<file path="config.mk">
export PLATFORM = sky130hd
export DESIGN_NAME = obi_arbiter_2to1_flat
export DESIGN_NICKNAME = d
export VERILOG_FILES = /design/src/rtl/obi_arbiter_2to1_pkg.sv /design/src/rtl/obi_arbiter_2to1_if.sv /design/src/rtl/obi_arbiter_2to1_id_fifo.sv /design/src/rtl/obi_arbiter_2to1.sv /design/src/flat_wrapper.sv
export SDC_FILE = /design/constraint.sdc
export NUM_CORES = 1
export LEC_CHECK = 0
export CORE_AREA = 5 5 157 159
export CTS_CLUSTER_SIZE = 24
export DETAILED_ROUTE_END_ITERATION = 6
export DIE_AREA = 0 0 162 164
export DONT_BUFFER_PORTS = 1
export HOLD_SLACK_MARGIN = 0.1
export PLACE_DENSITY = 0.3
export REMOVE_ABC_BUFFERS = 1
export SLEW_MARGIN = 20
export SYNTH_ARGS = -nofsm -noshare
export SYNTH_HDL_FRONTEND = slang
export SYNTH_SLANG_ARGS = --single-unit
</file>
<file path="constraint.sdc">
create_clock -name clk_i -period 4.1 [get_ports clk_i]
set_input_delay 1.025 -clock clk_i [delete_from_list [all_inputs] [get_ports clk_i]]
set_output_delay 1.025 -clock clk_i [all_outputs]
set_load 0.005 [all_outputs]
</file>
<file path="src/rtl/obi_arbiter_2to1_pkg.sv">
// Shared types and constants for the 2:1 OBI arbiter and its ID FIFO.
package obi_arb_pkg;

   typedef logic [0:0]  master_id_t;
   typedef logic [31:0] perf_cnt_t;

   localparam master_id_t MST_0 = 1'b0;
   localparam master_id_t MST_1 = 1'b1;

endpackage

</file>
<file path="src/rtl/obi_arbiter_2to1_if.sv">
// OBI request channel (req/attributes/gnt) and response channel (rvalid/rdata).
interface obi_req_if;
   logic        req;
   logic        we;
   logic [3:0]  be;
   logic [31:0] addr;
   logic [31:0] wdata;
   logic        gnt;

   modport master (output req, we, be, addr, wdata, input gnt);
   modport slave  (input req, we, be, addr, wdata, output gnt);
endinterface

interface obi_rsp_if;
   logic        rvalid;
   logic [31:0] rdata;

   // master drives the response, slave consumes it
   modport master (output rvalid, rdata);
   modport slave  (input rvalid, rdata);
endinterface

</file>
<file path="src/rtl/obi_arbiter_2to1_id_fifo.sv">
// Synchronous FIFO of master IDs for outstanding transactions; same-cycle push+pop allowed.
module obi_arb_id_fifo
   import obi_arb_pkg::*;
#(
   parameter int unsigned DEPTH = 2
) (
   input  logic       clk_i,
   input  logic       rst_i,
   input  logic       i_push,
   input  logic       i_pop,
   input  master_id_t i_din,
   output master_id_t o_dout,
   output logic       o_full,
   output logic       o_empty
);

   localparam int unsigned AW = (DEPTH > 1) ? $clog2(DEPTH) : 1;
   localparam int unsigned CW = $clog2(DEPTH + 1);
   localparam logic [AW-1:0] LAST = AW'(DEPTH - 1);

   master_id_t    r_mem [DEPTH];
   logic [AW-1:0] r_wptr;
   logic [AW-1:0] r_rptr;
   logic [CW-1:0] r_cnt;
   logic          w_push;
   logic          w_pop;

   assign o_full  = (r_cnt == CW'(DEPTH));
   assign o_empty = (r_cnt == '0);
   assign o_dout  = r_mem[r_rptr];

   // A push into a full FIFO is only legal when the head leaves in the same cycle
   assign w_pop  = i_pop & ~o_empty;
   assign w_push = i_push & (~o_full | w_pop);

   always_ff @(posedge clk_i) begin
      if (w_push) begin
         r_mem[r_wptr] <= i_din;
      end
   end

   always_ff @(posedge clk_i) begin
      if (rst_i) begin
         r_wptr <= '0;
         r_rptr <= '0;
         r_cnt  <= '0;
      end else begin
         if (w_push) begin
            r_wptr <= (r_wptr == LAST) ? '0 : r_wptr + AW'(1);
         end
         if (w_pop) begin
            r_rptr <= (r_rptr == LAST) ? '0 : r_rptr + AW'(1);
         end
         if (w_push && !w_pop) begin
            r_cnt <= r_cnt + CW'(1);
         end else if (!w_push && w_pop) begin
            r_cnt <= r_cnt - CW'(1);
         end
      end
   end

endmodule

</file>
<file path="src/rtl/obi_arbiter_2to1.sv">
// Round-robin 2:1 OBI arbiter with in-order response routing via an ID FIFO.
// Define OBI_ARB_PERF_CNT_EN to build the grant/stall performance counters.
module obi_arbiter_2to1
   import obi_arb_pkg::*;
#(
   parameter int unsigned MAX_OUTSTANDING = 2
) (
   input  logic      clk_i,
   input  logic      rst_i,
   obi_req_if.slave  req_m0,
   obi_rsp_if.master rsp_m0,
   obi_req_if.slave  req_m1,
   obi_rsp_if.master rsp_m1,
   obi_req_if.master req_s,
   obi_rsp_if.slave  rsp_s,
   output perf_cnt_t perf_gnt_m0_o,
   output perf_cnt_t perf_gnt_m1_o,
   output perf_cnt_t perf_stall_o
);

   master_id_t r_rr_ptr;
   master_id_t r_lock_id;
   logic       r_lock;

   master_id_t w_winner;
   master_id_t w_fifo_dout;
   logic       w_win_req;
   logic       w_req_s;
   logic       w_hs;
   logic       w_fifo_full;
   logic       w_fifo_empty;
   logic       w_rsp_valid;
   logic       w_rv_m0;
   logic       w_rv_m1;

   always_comb begin
      w_winner = r_rr_ptr;
      if (r_lock) begin
         w_winner = r_lock_id;
      end else if (req_m0.req && !req_m1.req) begin
         w_winner = MST_0;
      end else if (req_m1.req && !req_m0.req) begin
         w_winner = MST_1;
      end
   end

   assign w_win_req = (w_winner == MST_0) ? req_m0.req : req_m1.req;
   assign w_req_s   = w_win_req & ~w_fifo_full;
   assign w_hs      = w_req_s & req_s.gnt;

   assign req_s.req   = w_req_s;
   assign req_s.we    = (w_winner == MST_0) ? req_m0.we    : req_m1.we;
   assign req_s.be    = (w_winner == MST_0) ? req_m0.be    : req_m1.be;
   assign req_s.addr  = (w_winner == MST_0) ? req_m0.addr  : req_m1.addr;
   assign req_s.wdata = (w_winner == MST_0) ? req_m0.wdata : req_m1.wdata;

   assign req_m0.gnt = w_hs & (w_winner == MST_0);
   assign req_m1.gnt = w_hs & (w_winner == MST_1);

   // Lock keeps an offered-but-ungranted request on the bus so its attributes stay stable
   always_ff @(posedge clk_i) begin
      if (rst_i) begin
         r_rr_ptr  <= MST_0;
         r_lock    <= 1'b0;
         r_lock_id <= MST_0;
      end else begin
         r_lock    <= w_req_s & ~req_s.gnt;
         r_lock_id <= w_winner;
         if (w_hs) begin
            r_rr_ptr <= ~w_winner;
         end
      end
   end

   obi_arb_id_fifo #(
      .DEPTH (MAX_OUTSTANDING)
   ) u_id_fifo (
      .clk_i   (clk_i),
      .rst_i   (rst_i),
      .i_push  (w_hs),
      .i_pop   (rsp_s.rvalid),
      .i_din   (w_winner),
      .o_dout  (w_fifo_dout),
      .o_full  (w_fifo_full),
      .o_empty (w_fifo_empty)
   );

   assign w_rsp_valid  = rsp_s.rvalid & ~w_fifo_empty;
   assign w_rv_m0      = w_rsp_valid & (w_fifo_dout == MST_0);
   assign w_rv_m1      = w_rsp_valid & (w_fifo_dout == MST_1);
   assign rsp_m0.rvalid = w_rv_m0;
   assign rsp_m1.rvalid = w_rv_m1;
   assign rsp_m0.rdata  = w_rv_m0 ? rsp_s.rdata : '0;
   assign rsp_m1.rdata  = w_rv_m1 ? rsp_s.rdata : '0;

   always_ff @(posedge clk_i) begin
      assert (rst_i || !(rsp_s.rvalid && w_fifo_empty))
         else $warning("obi_arbiter_2to1: rvalid with no outstanding transaction dropped");
   end

`ifdef OBI_ARB_PERF_CNT_EN
   perf_cnt_t r_perf_gnt_m0;
   perf_cnt_t r_perf_gnt_m1;
   perf_cnt_t r_perf_stall;
   logic      w_stall;

   assign w_stall = (req_m0.req & req_m1.req) | ((req_m0.req | req_m1.req) & w_fifo_full);

   always_ff @(posedge clk_i) begin
      if (rst_i) begin
         r_perf_gnt_m0 <= '0;
         r_perf_gnt_m1 <= '0;
         r_perf_stall  <= '0;
      end else begin
         if (w_hs && (w_winner == MST_0)) begin
            r_perf_gnt_m0 <= r_perf_gnt_m0 + 32'd1;
         end
         if (w_hs && (w_winner == MST_1)) begin
            r_perf_gnt_m1 <= r_perf_gnt_m1 + 32'd1;
         end
         if (w_stall) begin
            r_perf_stall <= r_perf_stall + 32'd1;
         end
      end
   end

   assign perf_gnt_m0_o = r_perf_gnt_m0;
   assign perf_gnt_m1_o = r_perf_gnt_m1;
   assign perf_stall_o  = r_perf_stall;
`else
   assign perf_gnt_m0_o = '0;
   assign perf_gnt_m1_o = '0;
   assign perf_stall_o  = '0;
`endif

endmodule
</file>
<file path="src/flat_wrapper.sv">
// flat-port wrapper written by rule: the top's interface ports become plain ports
module obi_arbiter_2to1_flat import obi_arb_pkg::*;
#(
   parameter int unsigned MAX_OUTSTANDING = 2
)
  (clk_i, rst_i, perf_gnt_m0_o, perf_gnt_m1_o, perf_stall_o, req_m0_req, req_m0_we, req_m0_be, req_m0_addr, req_m0_wdata, req_m0_gnt, rsp_m0_rvalid, rsp_m0_rdata, req_m1_req, req_m1_we, req_m1_be, req_m1_addr, req_m1_wdata, req_m1_gnt, rsp_m1_rvalid, rsp_m1_rdata, req_s_req, req_s_we, req_s_be, req_s_addr, req_s_wdata, req_s_gnt, rsp_s_rvalid, rsp_s_rdata);
  obi_req_if req_m0_i ();
  obi_rsp_if rsp_m0_i ();
  obi_req_if req_m1_i ();
  obi_rsp_if rsp_m1_i ();
  obi_req_if req_s_i ();
  obi_rsp_if rsp_s_i ();
  input  logic clk_i;
  input  logic rst_i;
  output perf_cnt_t perf_gnt_m0_o;
  output perf_cnt_t perf_gnt_m1_o;
  output perf_cnt_t perf_stall_o;
  input wire logic [$bits(req_m0_i.req)-1:0] req_m0_req;
  input wire logic [$bits(req_m0_i.we)-1:0] req_m0_we;
  input wire logic [$bits(req_m0_i.be)-1:0] req_m0_be;
  input wire logic [$bits(req_m0_i.addr)-1:0] req_m0_addr;
  input wire logic [$bits(req_m0_i.wdata)-1:0] req_m0_wdata;
  output wire logic [$bits(req_m0_i.gnt)-1:0] req_m0_gnt;
  output wire logic [$bits(rsp_m0_i.rvalid)-1:0] rsp_m0_rvalid;
  output wire logic [$bits(rsp_m0_i.rdata)-1:0] rsp_m0_rdata;
  input wire logic [$bits(req_m1_i.req)-1:0] req_m1_req;
  input wire logic [$bits(req_m1_i.we)-1:0] req_m1_we;
  input wire logic [$bits(req_m1_i.be)-1:0] req_m1_be;
  input wire logic [$bits(req_m1_i.addr)-1:0] req_m1_addr;
  input wire logic [$bits(req_m1_i.wdata)-1:0] req_m1_wdata;
  output wire logic [$bits(req_m1_i.gnt)-1:0] req_m1_gnt;
  output wire logic [$bits(rsp_m1_i.rvalid)-1:0] rsp_m1_rvalid;
  output wire logic [$bits(rsp_m1_i.rdata)-1:0] rsp_m1_rdata;
  output wire logic [$bits(req_s_i.req)-1:0] req_s_req;
  output wire logic [$bits(req_s_i.we)-1:0] req_s_we;
  output wire logic [$bits(req_s_i.be)-1:0] req_s_be;
  output wire logic [$bits(req_s_i.addr)-1:0] req_s_addr;
  output wire logic [$bits(req_s_i.wdata)-1:0] req_s_wdata;
  input wire logic [$bits(req_s_i.gnt)-1:0] req_s_gnt;
  input wire logic [$bits(rsp_s_i.rvalid)-1:0] rsp_s_rvalid;
  input wire logic [$bits(rsp_s_i.rdata)-1:0] rsp_s_rdata;
  assign req_m0_i.req = req_m0_req;
  assign req_m0_i.we = req_m0_we;
  assign req_m0_i.be = req_m0_be;
  assign req_m0_i.addr = req_m0_addr;
  assign req_m0_i.wdata = req_m0_wdata;
  assign req_m0_gnt = req_m0_i.gnt;
  assign rsp_m0_rvalid = rsp_m0_i.rvalid;
  assign rsp_m0_rdata = rsp_m0_i.rdata;
  assign req_m1_i.req = req_m1_req;
  assign req_m1_i.we = req_m1_we;
  assign req_m1_i.be = req_m1_be;
  assign req_m1_i.addr = req_m1_addr;
  assign req_m1_i.wdata = req_m1_wdata;
  assign req_m1_gnt = req_m1_i.gnt;
  assign rsp_m1_rvalid = rsp_m1_i.rvalid;
  assign rsp_m1_rdata = rsp_m1_i.rdata;
  assign req_s_req = req_s_i.req;
  assign req_s_we = req_s_i.we;
  assign req_s_be = req_s_i.be;
  assign req_s_addr = req_s_i.addr;
  assign req_s_wdata = req_s_i.wdata;
  assign req_s_i.gnt = req_s_gnt;
  assign rsp_s_i.rvalid = rsp_s_rvalid;
  assign rsp_s_i.rdata = rsp_s_rdata;
  obi_arbiter_2to1 #(.MAX_OUTSTANDING(MAX_OUTSTANDING)) u_core (.clk_i(clk_i), .rst_i(rst_i), .req_m0(req_m0_i), .rsp_m0(rsp_m0_i), .req_m1(req_m1_i), .rsp_m1(rsp_m1_i), .req_s(req_s_i), .rsp_s(rsp_s_i), .perf_gnt_m0_o(perf_gnt_m0_o), .perf_gnt_m1_o(perf_gnt_m1_o), .perf_stall_o(perf_stall_o));
endmodule
</file>
==> summary.txt, run 1 <==
Status
  – Status: completed

Drt
  – Vias/cell: approximately 3.1
  – Antenna Nets Post-Route: 0
  – WL/cell: approximately 21 µm
  – Vias: about 1,800
  – Detailed-route DRC error count: 0
  – Starting DRC count in detailed routing: 35
  – TritonRoute pass-1 iters: 4
  – Final WL: 12,000 µm

Clock tree
  – Post-CTS Setup Inserts: 0
  – Root buf cell: clkbuf_16
  – Cts bufs inserted: 3
  – CTS tree: done
  – Max H-tree Level: 1
  – CTS Buffer Depth: 2
  – Clock slew at reported path FFs: around 40 ps
  – Worst-Skew Late Latency: 230 ps
  – CTS sink count: 10
  – Hold bufs inserted after CTS: 0
  – Resized Gates After CTS: 0

Layout
  – Final antenna diode count: 0
  – Commonest cells after routing, fill and taps aside: conb_1 (96), mux2_4 (69), and2_1 (64), dfxtp_1 (8)
  – Multi-input gate area: 0.00202 mm²
  – # nets final: roughly 460
  – Final std cells w/o fill: about 580
  – Register area: between 200 and 250 µm²
  – Layout cells sized above 1: 0.281
  – Commonest non-fill, non-tap cell in the layout: conb_1
  – Fillcell total: between 2,000 and 3,000
  – Layout area overhead: 0.321%

Floorplan
  – DIE HEIGHT: 164 µm
  – Die ar.: approximately 0.027 mm²
  – Total core area: 0.0231 mm²
  – Rows: 56
  – Ports: just over 400
  – Width of the die: 162 µm
  – Initial Util: 0.118

Critical path
  – CP max stage delay: 370 ps
  – CP Max Fanout: 56
  – Critical Path AT: ~2400 ps
  – Setup slack, reg-to-reg: 1900 ps
  – Crit Reg-Reg Endpoint: u_core.u_id_fifo.r_cnt[1]$_SDFFE_PP0P_
  – CP Capture Type: primary output
  – Reg2reg start: u_core.r_lock_id$_SDFF_PP0_
  – Kind of critical path: input port to primary output
  – Crit-path cells: nor2b_1 -> o211ai_2 -> nand2_4 -> buf_12 -> mux2_4
  – Worst Path Required: 3070 ps
  – CP max-delay cell: buf_12
  – Critical path launch point type: input port
  – R2R depth: 6

Timing
  – Setup Skew: ~0.42 ps
  – Final min period: 3420 ps
  – Final setup margin: 675 ps
  – Setup violations, final: 0
  – RSZ-0062 raised after global routing: false
  – Count of pins over their slew limit: 0
  – Slew Limit Headroom: 0.457
  – Setup_tns: 0 ps
  – Least-Margin Pin Slew: 810 ps
  – Final Hold Viols: 0
  – Period utilisation layout: 0.835
  – Min Hold Slack: between 400 and 500 ps
  – FMAX: ~290 MHz

Hold path
  – Worst hold stages: 2
  – Worst Hold End: u_core.u_id_fifo.r_wptr$_SDFFE_PP0N_
  – Worst Min Path Start: u_core.u_id_fifo.r_wptr$_SDFFE_PP0N_
  – Type of the worst min-delay path: register to register

Placement
  – DP Worst Slack: around 640 ps
  – Port bufs: 0
  – Placed insts: roughly 570
  – Routability congestion estimate: 0.697
  – HPWL Detailed: between 10,000 and 15,000 µm

Global routing
  – First-pass GRT wire length: between 10,000 and 15,000 µm
  – Grt total ovfl: 0
  – Vias in the first global route: ~1,700
  – GR Util All Layers: 0.0740
  – Pin count of the biggest net entering global routing: 57
  – Initial antenna violation count: 0

Run
  – Max cap viols: 0

Power
  – Maximum VDD drop: 109 µV
  – Leak: around 1.3 nW
  – Overall power: 0.000856 W
  – PD cells: between 300 and 400 mW/mm²

Yosys
  – Register area share after synthesis: 0.0807
  – Post-synthesis cell count: slightly below 300
  – EDFF count, synth: 2
  – Mapped cell area: between 0.002 and 0.003 mm²
  – Register bit total from synthesis: 10
  – Post-synthesis area per instance: a little over 9 µm²
  – Fraction of registers with async set/reset: 0
  – Synthesis warning total: 0
  – Top FF cell, synth: dfxtp_1
  – Synth unique cells: 30
-- area by class of cell --
type | instances | area share
Clock buffer | 3 | 0.0274
Clock inverter | 1 | 0.00137
Inverter | 5 | 0.00686
Multi-Input combinational cell | 263 | 0.738
Sequential cell | 10 | 0.0805
Tap cell | 290 | 0.133
Timing Repair Buffer | 3 | 0.0128
-- synth_stat cells, drive strengths merged, types with 2 or more instances --
cell / count / area [µm²]
nand2: 5 / 26.3
and2: 64 / 400
a21oi: 5 / 25.0
inv: 5 / 18.8
nor2b: 2 / 12.5
nand2b: 2 / 12.5
edfxtp: 2 / 60.1
nor2: 5 / 18.8
dfxtp: 8 / 160
o21ai: 2 / 10.0
mux2: 70 / 1050
xor2: 3 / 26.3
buf: 105 / 808
clkbuf: 5 / 18.8
-- sequential cells by signal (all words and copies together), names as in the netlist, named ones only --
name,cells
u_core.u_id_fifo.r_wptr,1
u_core.r_lock,1
u_core.u_id_fifo.r_mem,2
u_core.u_id_fifo.r_cnt,2
u_core.r_rr_ptr,1
u_core.u_id_fifo.r_rptr,1
u_core.r_lock_id,1
-- per-stage QoR --
stage	utilization	cell area (µm²)
global placement	0.115	2660
global route	0.118	2740
finish	0.118	2740
CTS	0.118	2740
detailed placement	0.115	2660
floorplan	-	2260
-- worst max-delay path by stage --
stage	startpoint	endpoint	slack [ps]	cells past startpoint
final	req_m1_req	req_s_wdata[24]	680	5
after global routing	req_m1_req	req_s_wdata[30]	580	5
after CTS	req_m1_req	req_s_wdata[30]	640	5
after detailed placement	req_m1_req	req_s_wdata[30]	640	5
after global placement	req_m1_req	req_s_wdata[30]	650	5
after floorplan	req_m1_req	req_s_addr[0]	590	4
-- critical path: cells and delay by family --
kind | cells | cell delay, ps
AO/OA/AOI/OAI | 1 | 140
buffers and inverters | 1 | 370
multiplexers | 1 | 370
AND/OR/NAND/NOR | 2 | 410
-- logic make-up (layout without fill, tap and decap cells) --
kind of cell               count (synthesis)  count (layout)  share of synthesized area
buffers and inverters                    115              12                      0.310
and+or+nand+nor                           82              82                      0.182
xor gates and xnor gates                   3               3                    0.00963
DFF                                       10              10                     0.0807
AOI/OAI and AO/OA                         10              10                     0.0243
adders and majority gates                  1               1                    0.00459
muxes                                     71              71                      0.388
other                                      1              96                    0.00137
-- report_power, final --
| part | total (W) | switching, W | internal [W] |
|---|---|---|---|
| registers | 0.000143 | 0.0000165 | 0.000126 |
| clock network | 0.000169 | 0.0000419 | 0.000127 |
| logic | 0.000544 | 0.000290 | 0.000254 |
-- layer usage --
| layer | vias up | part of all wire | track usage | wire [µm] |
|---|---|---|---|---|
| li1 | 746 | - | - | - |
| met1 | 783 | 0.33 | 0.0758 | 3990 |
| met2 | 228 | 0.54 | 0.145 | 6530 |
| met3 | 2 | 0.12 | 0.0314 | 1460 |
| met4 | 0 | 0.0023 | 0.00692 | 27 |
| met5 | - | 0 | 0 | 0 |
Power figures use the tool's default switching activity.
==> run 2, diff against run 1 <==
clock period = 2.95 ns   (was 4.1 ns; I/O delays follow)
==> run 2 against run 1 <==
Register-to-register slack got worse by 940 ps. Sequential cell count did not move. Cell count increased by 0.17%. Via count up 0.11%. First-iteration DRC count grew 14%. Largest power group unchanged. Setup slack lost 450 ps.
==> summary.txt, run 2 (synthesis results as in run 1) <==
Status
  – Status: completed

Layout
  – Commonest non-fill, non-tap cell in the layout: conb_1
  – Layout area overhead: 0.596%
  – # nets final: 464
  – Largest registers: u_core.u_id_fifo.r_cnt: 2 flops, u_core.u_id_fifo.r_mem: 2 flops
  – Multi-input gate area: approximately 0.002 mm²
  – Commonest cells after routing, fill and taps aside: conb_1 (96), mux2_4 (69), and2_1 (64), dfxtp_1 (8)
  – Layout cells sized above 1: 0.283
  – Final antenna diode count: 0
  – Fillcell total: approximately 2,600
  – Register area: roughly 220 µm²
  – Final std cells w/o fill: ~580

Power
  – Flop pwr share: 0.166
  – PD cells: 435 mW/mm²
  – Sw power: about 0.00048 W
  – Sw Ratio: 0.405
  – Int Pwr: roughly 0.00071 W
  – Logic pwr share: 0.637
  – Power share of the clock group: 0.197
  – Maximum VDD drop: around 160 µV
  – Leak: around 1.3 nW

Critical path
  – R2R depth: 6
  – CP Capture Type: primary output
  – CP Max Fanout: 71
  – Critical path launch point type: input port
  – Setup slack, reg-to-reg: 960 ps
  – Worst Path Required: around 2200 ps
  – Crit Reg-Reg Endpoint: u_core.u_id_fifo.r_cnt[1]$_SDFFE_PP0P_
  – Reg2reg start: u_core.r_lock_id$_SDFF_PP0_
  – Kind of critical path: input port to primary output
  – Critical Path AT: approximately 2000 ps

Drt
  – Vias: ~1,800
  – Detailed-route DRC error count: 0
  – TritonRoute pass-1 iters: 4
  – Antenna Nets Post-Route: 0
  – Vias/cell: approximately 3
  – Final WL: around 12,000 µm
  – Starting DRC count in detailed routing: 40
  – WL/cell: between 20 and 25 µm

Floorplan
  – Initial Util: 0.118
  – DIE HEIGHT: ~160 µm
  – Die ar.: 0.0266 mm²
  – Total core area: 0.0231 mm²
  – Rows: 56
  – Width of the die: about 160 µm
  – Ports: 410

Global routing
  – Vias in the first global route: approximately 1,800
  – Pin count of the biggest net entering global routing: 72
  – GR Util All Layers: 0.0735
  – Grt total ovfl: 0
  – Initial antenna violation count: 0
  – First-pass GRT wire length: about 14,000 µm

Hold path
  – Worst Hold End: u_core.u_id_fifo.r_wptr$_SDFFE_PP0N_
  – Worst Min Path Start: u_core.u_id_fifo.r_wptr$_SDFFE_PP0N_
  – Type of the worst min-delay path: register to register
  – Worst hold stages: 2

Clock tree
  – Clock slew at reported path FFs: ~40 ps
  – Post-CTS Setup Inserts: 0
  – Root buf cell: clkbuf_16
  – CTS sink count: 10
  – Resized Gates After CTS: 0
  – CTS tree: done
  – Worst-Skew Late Latency: 230 ps
  – Cts bufs inserted: 3
  – CTS Buffer Depth: 2
  – Hold bufs inserted after CTS: 0
  – Max H-tree Level: 1

Timing
  – Final min period: 2720 ps
  – Setup Skew: 1.68 ps
  – Setup_tns: 0 ps
  – Setup violations, final: 0
  – Slew Limit Headroom: 0.634
  – Period utilisation layout: 0.923
  – Min Hold Slack: between 400 and 500 ps
  – Least-Margin Pin Slew: about 550 ps
  – RSZ-0062 raised after global routing: false
  – Count of pins over their slew limit: 0
  – FMAX: 367 MHz
  – Final Hold Viols: 0

Run
  – Max cap viols: 0

Placement
  – Routability congestion estimate: between 0.6 and 0.7
  – HPWL Detailed: 11,400 µm
  – Port bufs: 0
  – Placed insts: roughly 570
==> run 2: critical path, stage by stage <==
cell and delay, ps:
nor2b_1 140, o211ai_2 150, nand2_4 100, buf_12 350, mux2_4 380
==> run 2: final cells by class <==
type                            count  share of cell area
Clock inverter                      1             0.00137
Inverter                            5             0.00684
Clock buffer                        3              0.0274
Tap cell                          290               0.132
Sequential cell                    10              0.0803
Timing Repair Buffer                4              0.0155
Multi-Input combinational cell    263               0.736
==> run 2: worst max path at each step <==
stage / from / slack (ps) / end
after floorplan: req_m1_req / 20 / req_s_addr[0]
after global placement: req_m1_req / 230 / req_s_wdata[30]
after detailed placement: req_m1_req / 230 / req_s_wdata[30]
after CTS: req_m1_req / 220 / req_s_wdata[30]
after global routing: req_m1_req / 170 / req_s_wdata[30]
final: req_m1_req / 230 / req_s_wdata[24]
==> run 2: through the flow <==
stage | setup WS (ps) | instance area, µm² | total power [W] | utilization
2_1_floorplan | 19.2 | 2260 | 0.000802 | -
3_3_place_gp | 234 | 2670 | 0.000970 | 0.115
3_5_place_dp | 226 | 2670 | 0.000981 | 0.115
4_1_cts | 219 | 2740 | 0.00123 | 0.119
5_1_grt | 173 | 2740 | 0.00128 | 0.119
6_report | 228 | 2740 | 0.00119 | 0.119
==> run 2: layer usage <==
| metal | vias to the layer above | track usage | wire length (µm) |
|---|---|---|---|
| li1 | 751 | - | - |
| met1 | 781 | 0.0741 | 3940 |
| met2 | 227 | 0.148 | 6530 |
| met3 | 2 | 0.0296 | 1460 |
| met4 | 0 | 0.00461 | 27 |
| met5 | - | 0 | 0 |
==> run 2: power groups by stage <==
stage / Sequential (W) / Combinational, W / Clock [W]
finish: 0.000198 / 0.000761 / 0.000235
global route: 0.000202 / 0.000827 / 0.000251
CTS: 0.000199 / 0.000784 / 0.000243
detailed placement: 0.000201 / 0.000781 / 0
global placement: 0.000199 / 0.000771 / 0
floorplan: 0.000195 / 0.000606 / 0
